`src/rtl/fp16_argmax_classifier.sv`:
```
// Captures one fp16 softmax vector, scans it one lane per cycle and reports the
// argmax lane, its value, a low-confidence flag and a NaN-seen flag on valid/ready.
module fp16_argmax_classifier #(
   parameter int          IN_OUT_NUM  = 10,
   parameter int          IDX_W       = $clog2(IN_OUT_NUM),
   parameter logic [15:0] CONF_THRESH = 16'h3400
) (
   input  logic                     clk,
   input  logic                     reset,
   input  logic                     sm_valid,
   input  logic [IN_OUT_NUM*16-1:0] sm_out,
   output logic                     sm_clear,
   output logic                     busy,
   output logic                     res_valid,
   input  logic                     res_ready,
   output logic [IDX_W-1:0]         class_idx,
   output logic [15:0]              max_val,
   output logic                     low_conf,
   output logic                     nan_seen
);

   typedef enum logic [1:0] {
      S_IDLE,
      S_SCAN,
      S_DONE
   } state_t;

   localparam logic [15:0] NAN_CANON = 16'h7E00;

   function automatic logic is_nan(input logic [15:0] v);
      return (v[14:10] == 5'h1F) && (v[9:0] != 10'd0);
   endfunction

   // Monotonic ordering key: NaN is 0 (below all numbers), negatives count down
   // by magnitude, -0 folds onto +0, positives count up by magnitude.
   function automatic logic [16:0] rank_key(input logic [15:0] v);
      logic [16:0] k;
      if (is_nan(v)) begin
         k = 17'd0;
      end else if (!v[15] || (v[14:0] == 15'd0)) begin
         k = {2'b11, v[14:0]};
      end else begin
         k = {2'b10, ~v[14:0]};
      end
      return k;
   endfunction

   state_t                   r_state;
   logic [IN_OUT_NUM*16-1:0] r_buf;
   logic [IDX_W-1:0]         r_cnt;
   logic [16:0]              r_best_key;
   logic [15:0]              r_best_val;
   logic [IDX_W-1:0]         r_best_idx;
   logic                     r_nan;
   logic                     r_sm_clear;
   logic                     r_busy;
   logic                     r_res_valid;
   logic [IDX_W-1:0]         r_class_idx;
   logic [15:0]              r_max_val;
   logic                     r_low_conf;
   logic                     r_nan_seen;

   logic [15:0] w_lanes [IN_OUT_NUM];
   logic [15:0] w_lane;
   logic [16:0] w_lane_key;
   logic [16:0] w_thresh_key;
   logic        w_take;
   logic        w_last;

   genvar gi;
   generate
      for (gi = 0; gi < IN_OUT_NUM; gi++) begin : g_lane
         assign w_lanes[gi] = r_buf[gi*16 +: 16];
      end
   endgenerate

   assign w_lane       = w_lanes[r_cnt];
   assign w_lane_key   = rank_key(w_lane);
   assign w_thresh_key = rank_key(CONF_THRESH);
   // Best key starts at 0, so lane 0 loads unless NaN and ties keep the lower index.
   assign w_take       = (w_lane_key > r_best_key);
   assign w_last       = (r_cnt == IDX_W'(IN_OUT_NUM - 1));

   always_ff @(posedge clk) begin
      if (reset) begin
         r_state     <= S_IDLE;
         r_buf       <= '0;
         r_cnt       <= '0;
         r_best_key  <= '0;
         r_best_val  <= 16'h0000;
         r_best_idx  <= '0;
         r_nan       <= 1'b0;
         r_sm_clear  <= 1'b0;
         r_busy      <= 1'b0;
         r_res_valid <= 1'b0;
         r_class_idx <= '0;
         r_max_val   <= 16'h0000;
         r_low_conf  <= 1'b0;
         r_nan_seen  <= 1'b0;
      end else begin
         r_sm_clear <= 1'b0;
         case (r_state)
            S_IDLE: begin
               if (sm_valid) begin
                  r_buf      <= sm_out;
                  r_cnt      <= '0;
                  r_best_key <= '0;
                  r_best_val <= NAN_CANON;
                  r_best_idx <= '0;
                  r_nan      <= 1'b0;
                  r_sm_clear <= 1'b1;
                  r_busy     <= 1'b1;
                  r_state    <= S_SCAN;
               end
            end
            S_SCAN: begin
               if (w_take) begin
                  r_best_key <= w_lane_key;
                  r_best_val <= w_lane;
                  r_best_idx <= r_cnt;
               end
               if (is_nan(w_lane)) begin
                  r_nan <= 1'b1;
               end
               if (w_last) begin
                  r_state <= S_DONE;
               end else begin
                  r_cnt <= r_cnt + IDX_W'(1);
               end
            end
            S_DONE: begin
               // First DONE cycle publishes the result; outputs then hold until accepted.
               if (!r_res_valid) begin
                  r_res_valid <= 1'b1;
                  r_class_idx <= r_best_idx;
                  r_max_val   <= r_best_val;
                  r_low_conf  <= (r_best_key < w_thresh_key);
                  r_nan_seen  <= r_nan;
               end else if (res_ready) begin
                  r_res_valid <= 1'b0;
                  r_busy      <= 1'b0;
                  r_state     <= S_IDLE;
               end
            end
            default: begin
               r_state <= S_IDLE;
            end
         endcase
      end
   end

   assign sm_clear  = r_sm_clear;
   assign busy      = r_busy;
   assign res_valid = r_res_valid;
   assign class_idx = r_class_idx;
   assign max_val   = r_max_val;
   assign low_conf  = r_low_conf;
   assign nan_seen  = r_nan_seen;

endmodule

```
`config.mk`:
```
export PLATFORM = sky130hd
export DESIGN_NAME = fp16_argmax_classifier
export DESIGN_NICKNAME = d
export VERILOG_FILES = /design/src/rtl/fp16_argmax_classifier.sv
export SDC_FILE = /design/constraint.sdc
export NUM_CORES = 1
export LEC_CHECK = 0
export ABC_AREA = 0
export ABC_CLOCK_PERIOD_IN_PS = 12800
export CELL_PAD_IN_SITES_DETAIL_PLACEMENT = 0
export CELL_PAD_IN_SITES_GLOBAL_PLACEMENT = 2
export CORE_ASPECT_RATIO = 0.75
export CORE_MARGIN = 2
export CORE_UTILIZATION = 33
export CTS_CLUSTER_SIZE = 25
export DETAILED_ROUTE_END_ITERATION = 10
export PLACE_DENSITY = 0.9
export SKIP_LAST_GASP = 1
export SLEW_MARGIN = 10
export SYNTH_ARGS = -nofsm -noshare
export SYNTH_HDL_FRONTEND = slang
export SYNTH_SLANG_ARGS = --single-unit
```
`constraint.sdc`:
```
create_clock -name clk -period 12.8 [get_ports clk]
set_input_delay 1.28 -clock clk [delete_from_list [all_inputs] [get_ports clk]]
set_output_delay 1.28 -clock clk [all_outputs]
set_load 0.01 [all_outputs]
```
==> impl_metrics.env, run 1 <==
export IMPL_cts_sinks=229
export IMPL_ys_flop_type="dfxtp_1"
export IMPL_clkLatencyLatePin_ns=0.52
export IMPL_slew_headroom_pct=22.36
export IMPL_wl_per_cell_um=18.46
export IMPL_cp_required_ns=13.20
export IMPL_r2r_start="r_cnt[0]"
export IMPL_peakVddDrop_uv=82.76
export IMPL_hold_path_class="register to register"
export IMPL_dp_cells=1735
export IMPL_power_density_nw_per_um2=131.1
export IMPL_globalRouteTotalUtil_pct=20.06
export IMPL_rsz0062_at_grt="no"
export IMPL_vias_per_cell=4.997
export IMPL_cts_tree="yes"
export IMPL_synthCells=1231
export IMPL_timing_final_crit_share_pct=46.94
export IMPL_regArea_um2=4588
export IMPL_synth_yosys_seq_area_share_pct=45.09
export IMPL_cts_repair_resized=0
export IMPL_mostFrequentLayoutCells="401 x nand2_1, 228 x dfxtp_1, 204 x a21oi_1"
export IMPL_start_util_pct=33.66
export IMPL_synthArstFlopShare_pct=0
export IMPL_r2r_cells=16
export IMPL_tightest_slew_ns=1.165
export IMPL_core_um2=30210
export IMPL_die_x_um=206.7
export IMPL_cts_buffer_depth=3
export IMPL_yosysWarnings=0
export IMPL_drt_iter0_drc=641
export IMPL_cts_setup_buffers=0
export IMPL_place_congestion=0.8458
export IMPL_grt_pass1_vias=8423
export IMPL_slowest_stage="and2_0"
export IMPL_setup_viol=0
export IMPL_ant_nets=0
export IMPL_setup_worst_path_class="register to register"
export IMPL_drc_errors=0
export IMPL_final_common_cell="nand2_1"
export IMPL_hold_path_cell_count=2
export IMPL_cts_buffers=24
export IMPL_cp_max_fo=38
export IMPL_die_h_um=156.0
export IMPL_r2r_slack_ns=6.79
export IMPL_antenna_found_initial=0
export IMPL_synth_top_area_share_pct=45.09
export IMPL_cts_hold_buf=0
export IMPL_fill_cells=3067
export IMPL_htree_levels=1
export IMPL_clk_pin_slew_ns=0.06
export IMPL_ys_types=56
export IMPL_synth_avg_cell_area_um2=8.259
export IMPL_final_layout_size_suffix_gt1_share_pct=6.972
export IMPL_multi_input_area_um2=5075
export IMPL_drt_first_pass_iters=5
export IMPL_grt_pass1_wl_um=50000
export IMPL_synth_edf_count=0
export IMPL_cp_start_kind="register"
export IMPL_skew_ns=0.01147
export IMPL_hpwlAfterDp_um=23500
export IMPL_numPortBuffers=188
export IMPL_fmax_ghz=0.1664
export IMPL_p_leak_nw=4.623
export IMPL_hold_viol=0
export IMPL_max_stage_delay_ns=0.86
export IMPL_fin_cells=1776
export IMPL_final_nets=1545
export IMPL_rows=55
export IMPL_drv_slew=0
export IMPL_arrival_ns=6.41
export IMPL_cp_end_kind="register"
export IMPL_clockRootBuffer="clkbuf_16"
export IMPL_fin_crit_ns=6.008
export IMPL_reg2reg_to="r_best_key[3]"
export IMPL_status="completed"
export IMPL_netlist_area_um2=10170
export IMPL_finalWorstSetupSlack_ns=6.792
export IMPL_min_from="r_buf[97]"
export IMPL_drt_wl_total_um=32790
export IMPL_min_delay_worst_endpoint="r_buf[97]"
export IMPL_antenna_cells=0
export IMPL_synth_area_leaders="dfxtp_1 45%, nand2_1 15%, a21oi_1 10%, mux4_2 4.0%, clkbuf_1 2.5%"
export IMPL_grt_max_degree=137
export IMPL_cp_top_family="simple AND/OR/NAND/NOR gates"
export IMPL_dieArea_um2=32240
export IMPL_maxCapViolations=0
export IMPL_synth_nets=1414
export IMPL_ys_seq_elements=229
export IMPL_vias=8875
export IMPL_pre_cts_slack_ns=6.847
export IMPL_synthToLayoutAreaGrowth_pct=27.17
export IMPL_timing_critical_path_buf_inv=2
export IMPL_setup_tns_ns=0
export IMPL_grt_overflow=0
export IMPL_yosysTopAreaCell="dfxtp_1"
export IMPL_pin_count=189
export IMPL_crit_path_cell_trace="buf_4 -> mux2i_1 -> a221o_1 -> nor2_1 -> a21oi_1 -> nor4_1 -> and2_0 -> nor2_1 -> ha_1 -> nand4_1 -> or3_1 -> a21oi_1 -> o21a_1 -> nor3_1 -> buf_4 -> a2bb2o_1"
==> through the flow <==
| step | instance area (um^2) | power, mW | utilization (%) | hold slack [ns] |
|---|---|---|---|---|
| 4_1_cts | 12930 | 1.711 | 42.80 | 0.4509 |
| 3_3_place_gp | 12190 | 1.050 | 40.36 | 0.4384 |
| 6_report | 12930 | 1.696 | 42.80 | 0.4509 |
| 3_5_place_dp | 12190 | 1.051 | 40.36 | 0.4422 |
| 5_1_grt | 12930 | 1.772 | 42.80 | 0.4659 |
| 2_1_floorplan | 10170 | 0.9403 | - | 0.4315 |
==> layer usage <==
metal	wire length, um	track usage (%)	vias up
met5	0	0	-
met1	17240	32.21	4159
li1	-	-	4423
met3	2309	3.530	32
met2	12720	27.54	261
met4	518	3.537	0
==> cells in the mapped netlist, types with 12 or more instances <==
master and count:
mux4_2 18, ha_1 19, mux2i_1 16, nand2_1 401
a211oi_1 14, dfxtp_1 229, inv_1 21, mux2_2 22
clkbuf_1 67, a21oi_1 204, nor3_1 12, nor2_1 46
nor2b_1 18
==> sequential cells by signal, indices dropped and copies added, names as in the netlist, 2 cells and up <==
signal      count
r_buf         160
r_best_key     17
max_val        16
r_best_val     16
class_idx       4
r_best_idx      4
r_cnt           4
r_state         2
==> how the worst max path moves through the flow <==
stage | from | endpoint | slack (ns) | depth (start not counted)
6_report | r_cnt[0] | r_best_key[3] | 6.79 | 16
3_5_place_dp | r_cnt[0] | r_best_key[3] | 6.85 | 16
3_3_place_gp | r_cnt[0] | r_best_key[10] | 7.03 | 16
4_1_cts | r_cnt[0] | r_best_key[3] | 6.83 | 16
5_1_grt | r_cnt[0] | r_best_key[1] | 6.28 | 17
2_1_floorplan | r_cnt[0] | r_best_key[10] | 8.23 | 21
==> area by class of cell <==
cell class,count,share of cell area (%)
Multi-Input combinational cell,889,39.25
Tap cell,399,3.861
Clock buffer,36,5.380
Clock inverter,5,0.3290
Timing Repair Buffer,197,15.09
Inverter,21,0.6096
Sequential cell,229,35.48
==> power breakdown <==
group	leakage [nW]	switching, mW	internal, mW	total, mW
Sequential	1.87	0.0269	0.751	0.778
Clock	0.359	0.284	0.375	0.659
Combinational	2.39	0.140	0.118	0.259
Total	4.62	0.451	1.24	1.70
==> worst reg2reg max path: stages (launching register included) <==
cell	delay, ns
dfxtp_4	0.70
buf_4	0.55
mux2i_1	0.17
a221o_1	0.40
nor2_1	0.10
a21oi_1	0.09
nor4_1	0.60
and2_0	0.86
nor2_1	0.12
ha_1	0.34
nand4_1	0.17
or3_1	0.42
a21oi_1	0.18
o21a_1	0.54
nor3_1	0.09
buf_4	0.26
a2bb2o_1	0.30
==> cells by family after synthesis <==
family	count (synthesis)	synth area share, %
AND/OR/NAND/NOR	514	20.53
AO/OA/AOI/OAI	282	16.43
flip-flops	229	45.09
buffers and inverters	113	5.206
multiplexers	61	9.291
adder cells (fa/ha/maj)	19	2.338
XOR/XNOR	13	1.120
Power figures use the tool's default switching activity.
==> inputs of run 2 (changes only) <==
--- a/config.mk
+++ b/config.mk
@@ -6,15 +6,15 @@
 export NUM_CORES = 1
 export LEC_CHECK = 0
 export ABC_AREA = 0
-export ABC_CLOCK_PERIOD_IN_PS = 12800
+export ABC_CLOCK_PERIOD_IN_PS = 5500
 export CELL_PAD_IN_SITES_DETAIL_PLACEMENT = 0
 export CELL_PAD_IN_SITES_GLOBAL_PLACEMENT = 2
 export CORE_ASPECT_RATIO = 0.75
 export CORE_MARGIN = 2
-export CORE_UTILIZATION = 33
+export CORE_UTILIZATION = 28
 export CTS_CLUSTER_SIZE = 25
 export DETAILED_ROUTE_END_ITERATION = 10
-export PLACE_DENSITY = 0.9
+export PLACE_DENSITY = 0.82
 export SKIP_LAST_GASP = 1
 export SLEW_MARGIN = 10
 export SYNTH_ARGS = -nofsm -noshare
==> constraint.sdc (replaced) <==
create_clock -name clk -period 5.5 [get_ports clk]
set_input_delay 0.55 -clock clk [delete_from_list [all_inputs] [get_ports clk]]
set_output_delay 0.55 -clock clk [all_outputs]
set_load 0.01 [all_outputs]
==> run 2 against run 1 <==
Effect of this change: clock power increased to 2.5 times the previous value; hold slack worse by 0.00066 ns; sequential share of layout area fell by 0.72 points; total power up 140%; highest routed layer unchanged; flip-flop and latch count unchanged; clock skew fell by 0.00063 ns; first-iteration DRC count grew 6.7%.
==> impl_metrics.env, run 2 (synthesis gave the netlist of run 1 again) <==
export IMPL_status="completed"
export IMPL_drt_iter0_drc=684
export IMPL_cp_end_kind="register"
export IMPL_vias=8967
export IMPL_cp_start_kind="register"
export IMPL_ant_nets=0
export IMPL_cp_max_fo=26
export IMPL_fin_crit_ns=4.987
export IMPL_drc_errors=0
export IMPL_fmax_ghz=0.2005
export IMPL_timing_final_crit_share_pct=90.67
export IMPL_antenna_cells=0
export IMPL_skew_ns=0.01084
export IMPL_largest_reg_flops=160
export IMPL_pin_count=189
export IMPL_dieArea_um2=37870
export IMPL_hold_viol=0
export IMPL_crit_path_cell_trace="buf_4 -> mux4_2 -> a22oi_1 -> o21ai_1 -> nor3_2 -> nand4_1 -> buf_4 -> a21oi_1 -> nor2_1 -> ha_1 -> nand4_1 -> or3_1 -> nor3_1 -> a211oi_1 -> o21ai_1 -> buf_4 -> mux2_2 -> nor2_1"
export IMPL_arrival_ns=5.44
export IMPL_place_congestion=0.8257
export IMPL_maxCapViolations=0
export IMPL_totalPowerFinal_mw=4.093
export IMPL_cts_tree="yes"
export IMPL_rows=60
export IMPL_hpwlAfterDp_um=24180
export IMPL_peakVddDrop_uv=196.3
export IMPL_clk_pin_slew_ns=0.06
export IMPL_drv_slew=0
export IMPL_hold_path_class="register to register"
export IMPL_globalRouteTotalUtil_pct=17.48
export IMPL_largestRegisters="r_buf (160), r_best_key (17)"
export IMPL_slowest_stage="dfxtp_2"
export IMPL_final_common_cell="nand2_1"
export IMPL_cp_top_family="simple AND/OR/NAND/NOR gates"
export IMPL_numPortBuffers=188
export IMPL_clkLatencyLatePin_ns=0.53
export IMPL_die_h_um=169.0
export IMPL_finalWorstSetupSlack_ns=0.5129
export IMPL_rsz0062_at_grt="no"
export IMPL_cts_sinks=229
export IMPL_setup_worst_path_class="register to register"
export IMPL_cts_buffer_depth=3
export IMPL_clockRootBuffer="clkbuf_16"
export IMPL_pre_cts_slack_ns=0.3417
export IMPL_wl_per_cell_um=18.08
export IMPL_dr_max_layer_used="met4"
export IMPL_cts_buffers=25
export IMPL_power_density_nw_per_um2=310.0
export IMPL_cp_required_ns=5.95
export IMPL_met1_length_um=17820
export IMPL_mostFrequentLayoutCells="401 x nand2_1, 227 x dfxtp_1, 204 x a21oi_1"
export IMPL_fill_cells=3650
export IMPL_setup_tns_ns=0
export IMPL_cts_hold_buf=0
export IMPL_met3_length_um=1919
export IMPL_die_x_um=224.0
export IMPL_p_leak_nw=4.731
export IMPL_core_um2=35810
export IMPL_final_layout_size_suffix_gt1_share_pct=8.273
export IMPL_top_register="r_buf"
export IMPL_drt_wl_total_um=33530
export IMPL_grt_pass1_vias=8788
export IMPL_max_stage_delay_ns=0.78
export IMPL_grt_max_degree=139
export IMPL_setup_viol=0
export IMPL_antenna_found_initial=0
export IMPL_slew_headroom_pct=23.72
export IMPL_routed_wl_met2_um=13250
export IMPL_htree_levels=1
export IMPL_drt_first_pass_iters=5
export IMPL_final_nets=1558
export IMPL_grt_overflow=0
export IMPL_tightest_slew_ns=1.144
export IMPL_timing_critical_path_buf_inv=3
export IMPL_crit_top_cell="buf_4"
export IMPL_cts_setup_buffers=0
export IMPL_start_util_pct=28.39
export IMPL_grt_pass1_wl_um=51650
export IMPL_vias_per_cell=4.834
export IMPL_synthToLayoutAreaGrowth_pct=29.84
[run 2: changes by cell type in the layout (fill, tap and decap cells not counted), moves of 2 or more]
cell,before,now
buf_4,9,19
clkbuf_1,7,2
clkinv_2,2,5
buf_12,0,2
bufinv_16,0,2
[run 2: area by class of cell]
type	count	area (um^2)	share of cell area, %
Clock inverter	10	108.9	0.8246
Inverter	21	78.83	0.5971
Timing Repair Buffer	209	2066	15.65
Multi-Input combinational cell	889	5075	38.44
Clock buffer	32	701.9	5.317
Sequential cell	229	4589	34.76
Tap cell	465	581.8	4.407
[run 2: repair_timing]
item / 4_1_cts / 5_1_grt
resized for setup: 0 / 1
setup endpoints to repair: 0 / 21
endpoints found under the hold margin: 0 / 0
[run 2: power by group]
group	switching (mW)	internal (mW)
clock	0.686	0.988
combinational	0.327	0.284
sequential	0.0589	1.75
[run 2: routing by layer]
| layer | vias up | GRT usage [%] |
|---|---|---|
| met5 | - | 0 |
| met4 | 0 | 2.928 |
| met3 | 29 | 2.899 |
| met2 | 242 | 24.55 |
| met1 | 4249 | 27.78 |
| li1 | 4447 | - |
[run 2: through the flow]
step / cells / area, um^2 / hold slack [ns] / utilization, %
detailed placement: 1813 / 12390 / 0.4444 / 34.60
global route: 1855 / 13200 / 0.4650 / 36.87
floorplan: 1231 / 10170 / 0.4315 / -
CTS: 1855 / 13200 / 0.4525 / 36.87
global placement: 1813 / 12390 / 0.4379 / 34.60
finish: 1855 / 13200 / 0.4502 / 36.87
[run 2: path summary, 6_finish.rpt]
check	endpoint	startpoint	depth (start not counted)	slack (ns)
worst max-delay path	r_best_val[5]	r_cnt[1]	18	0.51
worst max register to register	r_best_val[5]	r_cnt[1]	18	0.51
worst min register to register	r_buf[35]	r_buf[35]	2	0.45
worst min-delay path	r_buf[35]	r_buf[35]	2	0.45
[run 2: worst reg2reg max path: cells and delay by family (launching register included)]
| kind | cells | cell delay, ns |
|---|---|---|
| flops | 1 | 0.78 |
| buf+inv | 3 | 0.79 |
| simple gates | 7 | 1.23 |
| mux | 2 | 0.72 |
| fa+ha+maj | 1 | 0.30 |
| compound gates | 5 | 1.10 |
